File: config.mk
export PLATFORM = sky130hd
export DESIGN_NAME = forward_pass_host
export DESIGN_NICKNAME = d
export VERILOG_FILES = /design/src/rtl/forward_pass_host.sv
export SDC_FILE = /design/constraint.sdc
export NUM_CORES = 1
export LEC_CHECK = 0
export ABC_AREA = 1
export CORE_UTILIZATION = 60
export DETAILED_ROUTE_END_ITERATION = 8
export PLACE_DENSITY = 0.79
export SYNTH_ARGS = -nofsm -noshare
export SYNTH_HDL_FRONTEND = slang
export SYNTH_SLANG_ARGS = --single-unit
File: constraint.sdc
create_clock -name clk -period 3.2 [get_ports clk]
set_input_delay 0.48 -clock clk [delete_from_list [all_inputs] [get_ports clk]]
set_output_delay 0.48 -clock clk [all_outputs]
set_load 0.1 [all_outputs]
File: src/rtl/forward_pass_host.sv
// ---------------------------------------------------------------------------
// forward_pass_host
//
// Host-side sequencer for a single forward pass through an accelerator.
// A job is a stream of load beats (control code + signed data word) ending
// with a beat flagged s_last. Each beat is replayed to the accelerator one
// cycle after it is accepted. The host then issues a one-cycle start code
// (control 0) and waits for the accelerator's acc_done pulse. NUM_OUTPUTS
// result words are then captured on consecutive cycles and finally streamed
// out on a valid/ready result port together with their index.
//
// Parameters
//   BUS_WIDTH      width of every data word
//   NUM_OUTPUTS    result words captured per job
//   IDLE_CTRL      no-op control code driven when no beat is presented
//   TIMEOUT_CYCLES maximum cycles waited for acc_done
//
// Ports
//   clk, rst_n            clock (rising edge), asynchronous active-low reset
//   s_valid/s_ready       load-stream handshake
//   s_control/s_data      control code and signed data of the load beat
//   s_last                final load beat of the job
//   acc_control/acc_in_bus  beat replay and start code towards accelerator
//   acc_done/acc_out_bus  result-ready pulse and result words from accelerator
//   m_valid/m_ready       result-stream handshake
//   m_data/m_index/m_last result word, its index, final-word marker
//   busy                  high whenever the host is not idle
//   timeout_err           sticky: acc_done never arrived
//   protocol_err          sticky: zero control beat or unexpected acc_done
// ---------------------------------------------------------------------------
module forward_pass_host #(
    parameter int         BUS_WIDTH      = 32,
    parameter int         NUM_OUTPUTS    = 10,
    parameter logic [3:0] IDLE_CTRL      = 4'hF,
    parameter int         TIMEOUT_CYCLES = 65535
) (
    input  logic                 clk,
    input  logic                 rst_n,
    input  logic                 s_valid,
    output logic                 s_ready,
    input  logic [3:0]           s_control,
    input  logic [BUS_WIDTH-1:0] s_data,
    input  logic                 s_last,
    output logic [3:0]           acc_control,
    output logic [BUS_WIDTH-1:0] acc_in_bus,
    input  logic                 acc_done,
    input  logic [BUS_WIDTH-1:0] acc_out_bus,
    output logic                 m_valid,
    input  logic                 m_ready,
    output logic [BUS_WIDTH-1:0] m_data,
    output logic [3:0]           m_index,
    output logic                 m_last,
    output logic                 busy,
    output logic                 timeout_err,
    output logic                 protocol_err
);

    localparam int               IDX_W        = (NUM_OUTPUTS > 1) ? $clog2(NUM_OUTPUTS) : 1;
    localparam logic [IDX_W-1:0] LAST_IDX     = IDX_W'(NUM_OUTPUTS - 1);
    localparam logic [15:0]      TIMEOUT_LAST = 16'(TIMEOUT_CYCLES - 1);

    typedef enum logic [2:0] {
        IDLE,
        LOAD,
        START,
        WAIT_DONE,
        CAPTURE,
        DRAIN
    } state_t;

    state_t                 state_q, state_d;
    logic                   s_ready_q, s_ready_d;
    logic [3:0]             acc_control_q, acc_control_d;
    logic [BUS_WIDTH-1:0]   acc_in_bus_q, acc_in_bus_d;
    logic [15:0]            cnt_q, cnt_d;
    logic [IDX_W-1:0]       idx_q, idx_d;
    logic                   m_valid_q, m_valid_d;
    logic [BUS_WIDTH-1:0]   m_data_q, m_data_d;
    logic [3:0]             m_index_q, m_index_d;
    logic                   m_last_q, m_last_d;
    logic                   busy_q, busy_d;
    logic                   timeout_err_q, timeout_err_d;
    logic                   protocol_err_q, protocol_err_d;
    logic [BUS_WIDTH-1:0]   res_buf_q [NUM_OUTPUTS];
    logic [BUS_WIDTH-1:0]   res_buf_d [NUM_OUTPUTS];

    logic                   beat_accepted;

    // s_ready is itself a flop, so acceptance never depends combinationally
    // on anything but registered state.
    assign beat_accepted = s_valid && s_ready_q;

    // Next-state and next-output logic. Every registered output is computed
    // here from the next state so the ports come straight from flops.
    always_comb begin
        state_d        = state_q;
        acc_control_d  = IDLE_CTRL;
        acc_in_bus_d   = '0;
        cnt_d          = cnt_q;
        idx_d          = idx_q;
        res_buf_d      = res_buf_q;
        timeout_err_d  = timeout_err_q;
        protocol_err_d = protocol_err_q;
        m_valid_d      = 1'b0;
        m_data_d       = m_data_q;
        m_index_d      = 4'd0;
        m_last_d       = 1'b0;
        s_ready_d      = 1'b0;
        busy_d         = 1'b0;

        case (state_q)
            IDLE: begin
                if (beat_accepted) begin
                    // A new job starts with clean error flags.
                    timeout_err_d  = 1'b0;
                    protocol_err_d = 1'b0;
                    state_d        = s_last ? START : LOAD;
                end
            end

            LOAD: begin
                if (beat_accepted && s_last) begin
                    state_d = START;
                end
            end

            START: begin
                // The start code lands on the bus the cycle after the last
                // beat's replay cycle.
                acc_control_d = 4'd0;
                acc_in_bus_d  = '0;
                cnt_d         = 16'd0;
                state_d       = WAIT_DONE;
            end

            WAIT_DONE: begin
                if (acc_done) begin
                    res_buf_d[0] = acc_out_bus;
                    cnt_d        = 16'd0;
                    if (NUM_OUTPUTS == 1) begin
                        idx_d   = '0;
                        state_d = DRAIN;
                    end else begin
                        idx_d   = IDX_W'(1);
                        state_d = CAPTURE;
                    end
                end else if (cnt_q == TIMEOUT_LAST) begin
                    timeout_err_d = 1'b1;
                    cnt_d         = 16'd0;
                    state_d       = IDLE;
                end else begin
                    cnt_d = cnt_q + 16'd1;
                end
            end

            CAPTURE: begin
                // The accelerator cannot be stalled, so a word is taken
                // every cycle regardless of the result port.
                res_buf_d[idx_q] = acc_out_bus;
                if (idx_q == LAST_IDX) begin
                    idx_d   = '0;
                    state_d = DRAIN;
                end else begin
                    idx_d = idx_q + 1'b1;
                end
            end

            DRAIN: begin
                if (m_valid_q && m_ready) begin
                    if (idx_q == LAST_IDX) begin
                        idx_d   = '0;
                        state_d = IDLE;
                    end else begin
                        idx_d = idx_q + 1'b1;
                    end
                end
            end

            default: begin
                state_d = IDLE;
            end
        endcase

        // Replay accepted beats; a zero control code would look like a start
        // command to the accelerator, so it is swallowed and flagged.
        if (beat_accepted) begin
            if (s_control != 4'd0) begin
                acc_control_d = s_control;
                acc_in_bus_d  = s_data;
            end else begin
                protocol_err_d = 1'b1;
            end
        end

        if (acc_done && (state_q != WAIT_DONE)) begin
            protocol_err_d = 1'b1;
        end

        // Result port reflects the word the buffer index will point at.
        if (state_d == DRAIN) begin
            m_valid_d = 1'b1;
            m_data_d  = res_buf_d[idx_d];
            m_index_d = 4'(idx_d);
            m_last_d  = (idx_d == LAST_IDX);
        end

        s_ready_d = (state_d == IDLE) || (state_d == LOAD);
        busy_d    = (state_d != IDLE);
    end

    // Control and status registers, cleared asynchronously by reset.
    always_ff @(posedge clk or negedge rst_n) begin
        if (!rst_n) begin
            state_q        <= IDLE;
            s_ready_q      <= 1'b0;
            acc_control_q  <= IDLE_CTRL;
            acc_in_bus_q   <= '0;
            cnt_q          <= 16'd0;
            idx_q          <= '0;
            m_valid_q      <= 1'b0;
            m_data_q       <= '0;
            m_index_q      <= 4'd0;
            m_last_q       <= 1'b0;
            busy_q         <= 1'b0;
            timeout_err_q  <= 1'b0;
            protocol_err_q <= 1'b0;
        end else begin
            state_q        <= state_d;
            s_ready_q      <= s_ready_d;
            acc_control_q  <= acc_control_d;
            acc_in_bus_q   <= acc_in_bus_d;
            cnt_q          <= cnt_d;
            idx_q          <= idx_d;
            m_valid_q      <= m_valid_d;
            m_data_q       <= m_data_d;
            m_index_q      <= m_index_d;
            m_last_q       <= m_last_d;
            busy_q         <= busy_d;
            timeout_err_q  <= timeout_err_d;
            protocol_err_q <= protocol_err_d;
        end
    end

    // Result buffer holds only data; it is always rewritten before being
    // read in a job, so it carries no reset.
    always_ff @(posedge clk) begin
        res_buf_q <= res_buf_d;
    end

    assign s_ready      = s_ready_q;
    assign acc_control  = acc_control_q;
    assign acc_in_bus   = acc_in_bus_q;
    assign m_valid      = m_valid_q;
    assign m_data       = m_data_q;
    assign m_index      = m_index_q;
    assign m_last       = m_last_q;
    assign busy         = busy_q;
    assign timeout_err  = timeout_err_q;
    assign protocol_err = protocol_err_q;

endmodule

==> results of run 1 <==
==> layer usage <==
metal | vias to the layer above | wire (microns) | part of all wire (%) | GRT usage (%)
met2 | 960 | 27280 | 47 | 57.40
met4 | 0 | 1789 | 3.1 | 12.99
li1 | 9405 | - | - | -
met5 | - | 0 | 0 | 0
met3 | 142 | 5304 | 9.2 | 5.289
met1 | 9025 | 23380 | 40 | 43.85
==> state kept, by name (all words and copies together), names as in the netlist <==
signal        cells
protocol_err      1
res_buf_q       320
acc_in_bus       32
m_valid           1
timeout_err       1
s_ready           1
idx_q             4
m_data           32
m_index           4
state_q           3
cnt_q            16
busy              1
acc_control       4
m_last            1
==> stage by stage <==
step                      setup slack, ps  utilization [%]  power [mW]  cells  hold WS [ps]
after detailed placement            287.8            66.39       21.84   3504         429.3
after CTS                           442.4            70.69       26.93   3587         420.4
after global routing                170.9            70.69       29.03   3587         422.8
after floorplan                     732.9                -       18.39   3027         184.4
after global placement              379.8            66.39       21.47   3504         425.1
final                               368.8            70.69       27.09   3587         433.9
==> synth_stat cells, types with 11 or more instances <==
library cell and number:
nor2_1 91, clkinv_1 28, nand3_1 438, dfrtp_1 97, buf_4 12, inv_2 16, buf_2 96, a21oi_1 41
nor2_4 11, clkbuf_1 43, o211ai_1 26, o21ai_0 50, nand2_1 1124, dfxtp_1 320, buf_1 11, o21ai_1 78
inv_1 474
==> critical path, stage by stage (launching register included) <==
cell	delay, ps
dfrtp_1	520
nor2_4	430
inv_2	80
nor2_4	140
buf_4	270
nand2_2	100
buf_4	310
o21ai_0	330
nand2_1	90
nand2_1	80
nand3_1	80
nand2_1	90
inv_1	40
a21oi_1	150
==> power groups by stage <==
stage                     logic [mW]  clock network (mW)  registers, mW
after floorplan                 8.82                   0           9.57
after global placement          13.8                   0           7.69
after detailed placement        14.1                   0           7.78
after CTS                       14.2                5.04           7.69
after global routing            15.9                5.26           7.86
final                           14.4                4.99           7.72
==> layout make-up <==
cell class,count,area share (%)
clock buffer,72,5.642
clock inverter,10,0.3887
inverter,518,8.390
multi-input combinational,1919,36.35
sequential,421,38.57
tap,442,2.386
timing repair buffer,205,8.272
==> worst max path at each step <==
| stage | to | slack, ps |
|---|---|---|
| finish | m_data[29] | 370 |
| global route | m_data[1] | 170 |
| CTS | m_data[11] | 440 |
| detailed placement | m_data[26] | 290 |
| global placement | m_data[19] | 380 |
| floorplan | m_data[10] | 730 |
==> cells by family after synthesis <==
family / Yosys count
compound gates: 215
fa+ha+maj: 2
xor+xnor: 3
simple gates: 1699
flops: 421
buf+inv: 687
==> summary.md, run 1 <==
| Metric | Value |
|---|---|
| Hold crit path type | in -> reg |
| Layout Nets | 3,186 |
| Worst hold path stage count | 3 |
| CTS H-tree depth | 2 |
| Register area | around 8900 sq um |
| Share of power burned in registers | between 20 and 30% |
| WP data arrival | ~3300 ps |
| TNS Setup | 0 ps |
| TritonCTS clock tree | done |
| Max FO, Critical Path | 46 |
| VDD IR max | 0.8096 mV |
| Clk root buf | clkbuf_16 |
| Slew headroom | between 30% and 40% |
| Area of the multi-input gates | roughly 8400 sq um |
| Fin crit share | 88.47% |
| Ys flop type | dfxtp_1 |
| Routability cong. | 0.8594 |
| WL/cell | ~16 microns |
| Largest net degree at the start of global routing | 87 |
| Filler instances | 2,759 |
| FF-to-FF End | m_data[29] |
| Setup Skew | 11.64 ps |
| Synth cell types | between 40 and 50 |
| Die Wd | 185.1 microns |
| Logic pwr share | between 50% and 60% |
| Final Cell Area | roughly 23,000 sq um |
| Global-route wire length before repair | 92,740 microns |
| GRT Residual Overflow | 0 |
| Deepest clock path buffer count | 3 |
| Antenna Nets Post-Route | 0 |
| P_sw | 13.16 mW |
| Combinational family with the most area after synthesis | simple AND/OR/NAND/NOR gates |
| Number of global-route vias before repair | 18,490 |
| Hold Vio Cnt, Final | 0 |
| Via density | 5.445 |
| FP Rows | 66 |
| PD cells | 1169 nW/um^2 |
| Clk slew on worst S/H paths | 60 ps |
| Fraction of the yosys area taken by sequential cells | between 40 and 50% |
| Syn Nets | about 3,100 |
| Mean Syn Cell Area | 6.647 sq um |
| Reg2reg setup slack | around 370 ps |
| Max-cap violations | 0 |
| Simple-gate area share of the yosys netlist | a little over a third |
| CP startpoint | idx_q[1] |
| GRT Overall Usage | 34.05% |
| Switch share | 48.58% |
| Slew Viols, Final | 0 |
| DRT iter0 DRCs | between 2,000 and 2,500 |
| Reg2reg start | idx_q[1] |
| Total CTS buffers | 45 |
| EDFF count, synth | 0 |
| Die Span Y | 185.1 microns |
| Endpoint, Worst Hold | acc_in_bus[0] |
| Yosys warning total | 0 |
| Fmax | 353.2 MHz |
| Number of clock sinks | between 400 and 500 |
| Latest clock arrival within the worst-skew pair | 560 ps |
| Crit start category | flop |
| Cell Area, Placed | 21,770 sq um |
| Hold_sp | s_data[0] |
| Synth area leader | dfxtp_1 |
| RSZ-0062 raised after global routing | no |
| Lkg Pwr | 13.30 nW |
| PortBufs | 151 |
| Commonest non-fill, non-tap cells in the layout | nand2_1 (1,121), inv_1 (474), nand3_1 (438) |
| Antenna cells | 0 |
| Setup Viol. Count Final | 0 |
| Worst Path Required | between 3000 and 4000 ps |
| P_int | 13.93 mW |
| Worst Setup End Kind | flop |
| Least-Margin Pin Slew | ~990 ps |
| Cells after Synth | about 3,000 |
| Share of cells above drive strength 1 | under 10% |
| Starting Density | 61.37% |
| Final min period | ~2800 ps |
| Synth Register Bits | 421 |
| Drt first pass iters | 7 |
| Most common cell after layout, fill and taps aside | nand2_1 |
| Via Count | a little under 20,000 |
| Core footprint | 32,780 sq um |
| Synthesized cell area | ~20,000 sq um |
| Dpl hpwl | 35,710 microns |
| Die area | around 34,000 sq um |
| Reg2reg path depth | 13 |
| Top Ports | 152 |
| Post-synth ARST share | 23.99% |
| Post-Synth XOR/XNOR Area | 0.1306% |
| Complex-gate fraction of the synthesized area | 6.020% |
| Post-synthesis mux area share | 0% |
| Post-CTS setup buffer count | 0 |
| DRT Wirelength | ~58,000 microns |
| Area growth, synth to finish | 15.17% |
| Initial antenna violation count | 0 |
| Status | finished clean |
| Top post-synthesis cells by area | dfxtp_1 (32%), nand2_1 (21%), dfrtp_1 (12%), nand3_1 (11%), inv_1 (8.8%) |
| Hold buffers post-CTS | 1 |
| WS Path Type | reg -> reg |
| Cts repair resizes | 0 |
| Clk network pwr share | 18.4% |
| Drt drc | 0 |
| Adder-cell share of the synthesized area | 0.1244% |
| Top cell type's share of synthesized area | 31.84% |
No activity file was read; power rests on OpenSTA's default activity.
==> inputs of run 2 (changes only) <==
--- a/config.mk
+++ b/config.mk
@@ -6,9 +6,10 @@
 export NUM_CORES = 1
 export LEC_CHECK = 0
 export ABC_AREA = 1
-export CORE_UTILIZATION = 60
+export CORE_MARGIN = 1.5
+export CORE_UTILIZATION = 59
 export DETAILED_ROUTE_END_ITERATION = 8
-export PLACE_DENSITY = 0.79
+export PLACE_DENSITY = 0.77
 export SYNTH_ARGS = -nofsm -noshare
 export SYNTH_HDL_FRONTEND = slang
 export SYNTH_SLANG_ARGS = --single-unit
==> constraint.sdc (replaced) <==
create_clock -name clk -period 2.65 [get_ports clk]
set_input_delay 0.3975 -clock clk [delete_from_list [all_inputs] [get_ports clk]]
set_output_delay 0.3975 -clock clk [all_outputs]
set_load 0.1 [all_outputs]
==> summary.md, run 2 (same netlist as run 1, synthesis figures left out) <==
| Metric | Value |
|---|---|
| Number of global-route vias before repair | 18,550 (+0.32%) |
| Top reg by flops | res_buf_q |
| Clk slew on worst S/H paths | 60 ps (about the same) |
| PortBufs | 151 (unchanged) |
| Cts repair resizes | 0 (unchanged) |
| GRT Overall Usage | 33.09% (-0.95 points) |
| Max FO, Critical Path | 35 (-24%) |
| WP data arrival | 2890 ps (-430 ps) |
| Final min period | 2464 ps (-366.7 ps) |
| GRT Residual Overflow | 0 (unchanged) |
| FP Rows | 67 (+1.5%) |
| WL/cell | 16.16 microns (+0.35%) |
| TNS Setup | 0 ps (unchanged) |
| Status | finished clean |
| Share of cells above drive strength 1 | 9.329% (+2.2 points) |
| Post-CTS setup buffer count | 0 (unchanged) |
| Via density | 5.404 (-0.76%) |
| Layout Nets | 3,215 (+0.91%) |
| Setup Skew | 19.12 ps (+7.482 ps) |
| Non-Filler Instances | 3,621 (+0.95%) |
| Global-route wire length before repair | 94,510 microns (+1.9%) |
| Drt drc | 0 (unchanged) |
| Max-cap violations | 0 (unchanged) |
| TritonCTS clock tree | done |
| Fin crit share | 93.00% (+4.5 points) |
| Slew Viols, Final | 0 (unchanged) |
| Commonest non-fill, non-tap cells in the layout | nand2_1 (1,121), inv_1 (474), nand3_1 (438) |
| Die Wd | 187.7 microns (+1.4%) |
| Clk root buf | clkbuf_16 |
| Placed Cells | 3,540 (+1.0%) |
| Routability cong. | 0.8733 (+1.6%) |
| Starting Density | 60.00% (-1.4 points) |
| Latest clock arrival within the worst-skew pair | 560 ps (about the same) |
| RSZ-0062 raised after global routing | no |
| Least-Margin Pin Slew | 601.3 ps (-391.8 ps) |
| Via Count | 19,570 (+0.18%) |
| Setup Viol. Count Final | 0 (unchanged) |
| Largest net degree at the start of global routing | 55 (-37%) |
| Lkg Pwr | 13.58 nW (+2.1%) |
| VDD IR max | 0.8744 mV (+8.0%) |
| Deepest clock path buffer count | 3 (unchanged) |
| Reg2reg setup slack | 190 ps (-180 ps) |
| Worst Setup End Kind | flop |
| Area growth, synth to finish | 16.91% |
| Most common cell after layout, fill and taps aside | nand2_1 |
| Die Span Y | 187.7 microns (+1.4%) |
| CTS H-tree depth | 2 (unchanged) |
| Drt first pass iters | 8 (+1) |
| Place WS | 17.75 ps (-270.1 ps) |
| WS Path Type | reg -> reg |
| Worst Path Required | 3080 ps (-600 ps) |
| Dpl hpwl | 37,400 microns (+4.7%) |
| Die area | 35,220 sq um (+2.8%) |
| Total CTS buffers | 44 (-2.2%) |
| DRT iter0 DRCs | 1,867 (-7.1%) |
| DRT Wirelength | 58,510 microns (+1.3%) |
| Slew headroom | 59.91% (+26 points) |
| Core Util, Final | 70.15% (-0.53 points) |
| Top Ports | 152 (unchanged) |
| Antenna Nets Post-Route | 0 (unchanged) |
| PD cells | 1422 nW/um^2 (+22%) |
| Antenna cells | 0 (unchanged) |
| Fin worst setup slack | 185.6 ps (-183.3 ps) |
| Initial antenna violation count | 0 (unchanged) |
| Filler instances | 2,915 (+5.7%) |
| Hold crit path type | in -> async |
| Fmax | 405.8 MHz (+15%) |
| Max FFs per register | 320 (unchanged) |
| Hold buffers post-CTS | 1 (unchanged) |
| Hold Vio Cnt, Final | 0 (unchanged) |
| Crit start category | flop |
| Number of clock sinks | 421 (unchanged) |
| Core footprint | 33,530 sq um (+2.3%) |
-- run 2: changes by cell type in the layout (fill, tap and decap cells not counted) --
cell             before  now
clkinv_2              5   11
buf_4                88  138
inv_6                 3    0
clkdlybuf4s50_1     106   71
clkbuf_1             19   10
clkinvlp_4            0    2
clkinv_4              1    0
buf_12                9   24
clkbuf_8              8   11
-- run 2: power by group --
part | total (mW) | switching [mW] | internal (mW)
logic | 18.1 | 12.6 | 5.50
registers | 9.29 | 0.885 | 8.40
clock network | 6.07 | 2.55 | 3.52
-- run 2: worst max-delay path, stage by stage, from the launching register on --
cell,delay (ps)
dfrtp_1,600
nand2_4,280
nor2_4,250
buf_4,470
nand3_1,130
nand2_1,140
nand2_1,60
nand3_1,80
nand3_1,130
nand3_1,130
a21oi_1,60
-- run 2: area by class of cell --
cell class | instances | area, sq um | area share, %
Tap cell | 448 | 560.5 | 2.383
Timing Repair Buffer | 235 | 2242 | 9.531
Clock inverter | 14 | 100.1 | 0.4255
Clock buffer | 66 | 1315 | 5.590
Multi-Input combinational cell | 1919 | 8423 | 35.81
Inverter | 518 | 1944 | 8.266
Sequential cell | 421 | 8939 | 38.00
-- run 2: path summary, 6_finish.rpt --
| check | from | to | cells past startpoint |
|---|---|---|---|
| max | state_q[2] | m_data[12] | 10 |
| min reg2reg | res_buf_q[46] | res_buf_q[46] | 2 |
| max reg2reg | state_q[2] | m_data[12] | 10 |
| max in group asynchronous | rst_n | m_data[23] | 3 |
| min | rst_n | m_data[6] | 2 |
| min in group clk | s_data[23] | acc_in_bus[23] | 3 |
-- run 2: metal layers --
layer  share of wire (%)  up-vias  wire length, microns  global-route usage (%)
li1                    -     9478                     -                       -
met1                  41     8970                 24140                   43.33
met2                  46      937                 27070                   54.53
met3                 9.4      182                  5478                   5.877
met4                 3.1        0                  1822                   12.80
met5                   0        -                     0                       0
-- run 2: metrics by stage --
| stage | total power [mW] | instance area [sq um] | hold WS, ps |
|---|---|---|---|
| after detailed placement | 27.10 | 22100 | 331.5 |
| after global placement | 26.64 | 22100 | 331.8 |
| after CTS | 33.23 | 23520 | 297.3 |
| after floorplan | 22.21 | 20120 | 101.9 |
| after global routing | 35.71 | 23520 | 327.1 |
| final | 33.45 | 23520 | 309.3 |
==> inputs of run 3 (changes only) <==
--- a/config.mk
+++ b/config.mk
@@ -6,7 +6,7 @@
 export NUM_CORES = 1
 export LEC_CHECK = 0
 export ABC_AREA = 1
-export CORE_MARGIN = 1.5
+export CORE_MARGIN = 10
 export CORE_UTILIZATION = 59
 export DETAILED_ROUTE_END_ITERATION = 8
 export PLACE_DENSITY = 0.77
==> summary.md, run 3 (same netlist as run 1, synthesis figures left out) <==
| Metric | Value |
|---|---|
| Max FFs per register | 320 (unchanged) |
| Status | complete, but fails checks |
| GRT Overall Usage | 28.12% (-5.0 points) |
| Latest clock arrival within the worst-skew pair | 560 ps (about the same) |
| Crit start category | flop |
| Antenna Nets Post-Route | 0 (unchanged) |
| Number of buffers and inverters on the critical path | 2 (+1) |
| PD cells | 1427 nW/um^2 (+0.34%) |
| Cell mode on critical path | nand2_1 |
| Fin worst setup slack | 168.2 ps (-17.40 ps) |
| Clk root buf | clkbuf_16 |
| CP top delay family | simple AND/OR/NAND/NOR gates |
| FP Rows | 67 (unchanged) |
| Crit-path cells | nand2_4 > nor2_4 > nand2_2 > buf_12 > o21ai_0 > nand2_1 > nand2_1 > nand3_1 > nand2_1 > inv_1 > a21oi_1 |
| Slowest cell on crit path | dfrtp_1 |
| Fmax | 402.9 MHz (-0.70%) |
| Top reg by flops | res_buf_q |
| Slew Viols, Final | 0 (unchanged) |
| Layout Nets | 3,209 (-0.19%) |
| Setup Viol. Count Final | 0 (unchanged) |
| Max-cap violations | 0 (unchanged) |
| DRT Wirelength | 59,860 microns (+2.3%) |
| Share of cells above drive strength 1 | 8.933% (-0.40 points) |
| CP max stage delay | 630 ps (+30 ps) |
| Core footprint | 33,620 sq um (+0.25%) |
| Final min period | 2482 ps (+17.40 ps) |
| Filler instances | 2,822 (-3.2%) |
| Violated checks | DRC |
| Top Ports | 152 (unchanged) |
| RSZ-0062 raised after global routing | no |
| Hold crit path type | in -> async |
| WS Path Type | reg -> reg |
| Drt first pass iters | 8 (unchanged) |
| TritonCTS clock tree | done |
| Die Span Y | 204.7 microns (+9.1%) |
| Slew headroom | 58.92% (-0.99 points) |
| Number of global-route vias before repair | 18,670 (+0.67%) |
| Initial antenna violation count | 0 (unchanged) |
| GRT Residual Overflow | 0 (unchanged) |
| Number of clock sinks | 421 (unchanged) |
| WL/cell | 16.55 microns (+2.4%) |
| Area growth, synth to finish | 16.63% |
| Hold Vio Cnt, Final | 0 (unchanged) |
| Least-Margin Pin Slew | 616.2 ps (+14.85 ps) |
| Most common cell after layout, fill and taps aside | nand2_1 |
| Area of the multi-input gates | 8423 sq um (unchanged) |
| Max FO, Critical Path | 49 (+40%) |
| WP data arrival | 2960 ps (+70 ps) |
| Worst Path Required | 3130 ps (+50 ps) |
| Commonest non-fill, non-tap cells in the layout | nand2_1 (1,121), inv_1 (474), nand3_1 (438) |
| Place WS | 44.62 ps (+26.87 ps) |
| Antenna cells | 0 (unchanged) |
| Global-route wire length before repair | 96,500 microns (+2.1%) |
| Largest net degree at the start of global routing | 56 (+1.8%) |
| Register area | 8939 sq um (unchanged) |
| Die Wd | 204.7 microns (+9.1%) |
| Deepest clock path buffer count | 3 (unchanged) |
| Fin crit share | 93.65% (+0.66 points) |
| Via Count | 19,380 (-0.97%) |
| Starting Density | 59.85% (-0.15 points) |
| Lkg Pwr | 13.54 nW (-0.30%) |
| Clk slew on worst S/H paths | 60 ps (about the same) |
| Via density | 5.359 (-0.83%) |
| Drt drc | 1 (+1) |
| CTS H-tree depth | 2 (unchanged) |
| Dpl hpwl | 38,120 microns (+1.9%) |
| Die area | 41,890 sq um (+19%) |
| TNS Setup | 0 ps (unchanged) |
| VDD IR max | 1.034 mV (+18%) |
| PortBufs | 151 (unchanged) |
| Routability cong. | 0.8850 (+1.3%) |
| DRT iter0 DRCs | 1,987 (+6.4%) |
| Setup Skew | 14.96 ps (-4.154 ps) |
| Worst Setup End Kind | flop |
| Total CTS buffers | 45 (+2.3%) |
## run 3: cell types whose count changed in the layout (fill, tap and decap cells not counted), sizes merged
cell	change
clkbuf	+7
buf	-7
inv	+1
clkinv	-6
## run 3: worst paths after layout
check | from | endpoint | slack (ps) | depth (start not counted)
min in group clk | s_data[26] | acc_in_bus[26] | 350 | 3
worst min-delay path | rst_n | m_data[2] | 340 | 2
worst min register to register | res_buf_q[49] | res_buf_q[49] | 450 | 2
worst max-delay path | state_q[2] | m_data[27] | 170 | 11
max in group asynchronous | rst_n | m_data[27] | 1610 | 3
worst max register to register | state_q[2] | m_data[27] | 170 | 11
## run 3: repair_timing
item	CTS	global route
endpoints found under the setup margin	0	11
hold endpoints to repair	25	0
hold buffers	1	0
setup buffers	0	3
resized for setup	0	1
## run 3: power breakdown
part | leakage (nW) | switching [mW] | internal (mW) | total (mW)
Clock | 0.696 | 2.55 | 3.58 | 6.14
Sequential | 3.87 | 0.897 | 8.40 | 9.30
Combinational | 8.97 | 12.6 | 5.45 | 18.0
Total | 13.5 | 16.0 | 17.4 | 33.5
## run 3: layout make-up
type	count	area share (%)
Clock inverter	9	0.3359
Multi-Input combinational cell	1919	35.89
Sequential cell	421	38.09
Clock buffer	73	5.769
Timing Repair Buffer	228	9.240
Inverter	518	8.285
Tap cell	448	2.389
## run 3: stage by stage
stage | utilization [%] | area, sq um | hold WS, ps | cells | power [mW]
3_5_place_dp | 65.44 | 22000 | 376.7 | 3530 | 27.03
5_1_grt | 69.81 | 23470 | 354.5 | 3616 | 35.86
3_3_place_gp | 65.44 | 22000 | 373.3 | 3530 | 26.61
2_1_floorplan | - | 20120 | 101.9 | 3027 | 22.21
4_1_cts | 69.73 | 23440 | 337.8 | 3613 | 33.27
6_report | 69.81 | 23470 | 338.4 | 3616 | 33.48
## run 3: metal layers
layer  global-route usage, %  wire [microns]
met1                   36.16           24720
met2                   46.66           28270
met3                   5.323            5525
met4                   9.257            1346
met5                       0               0
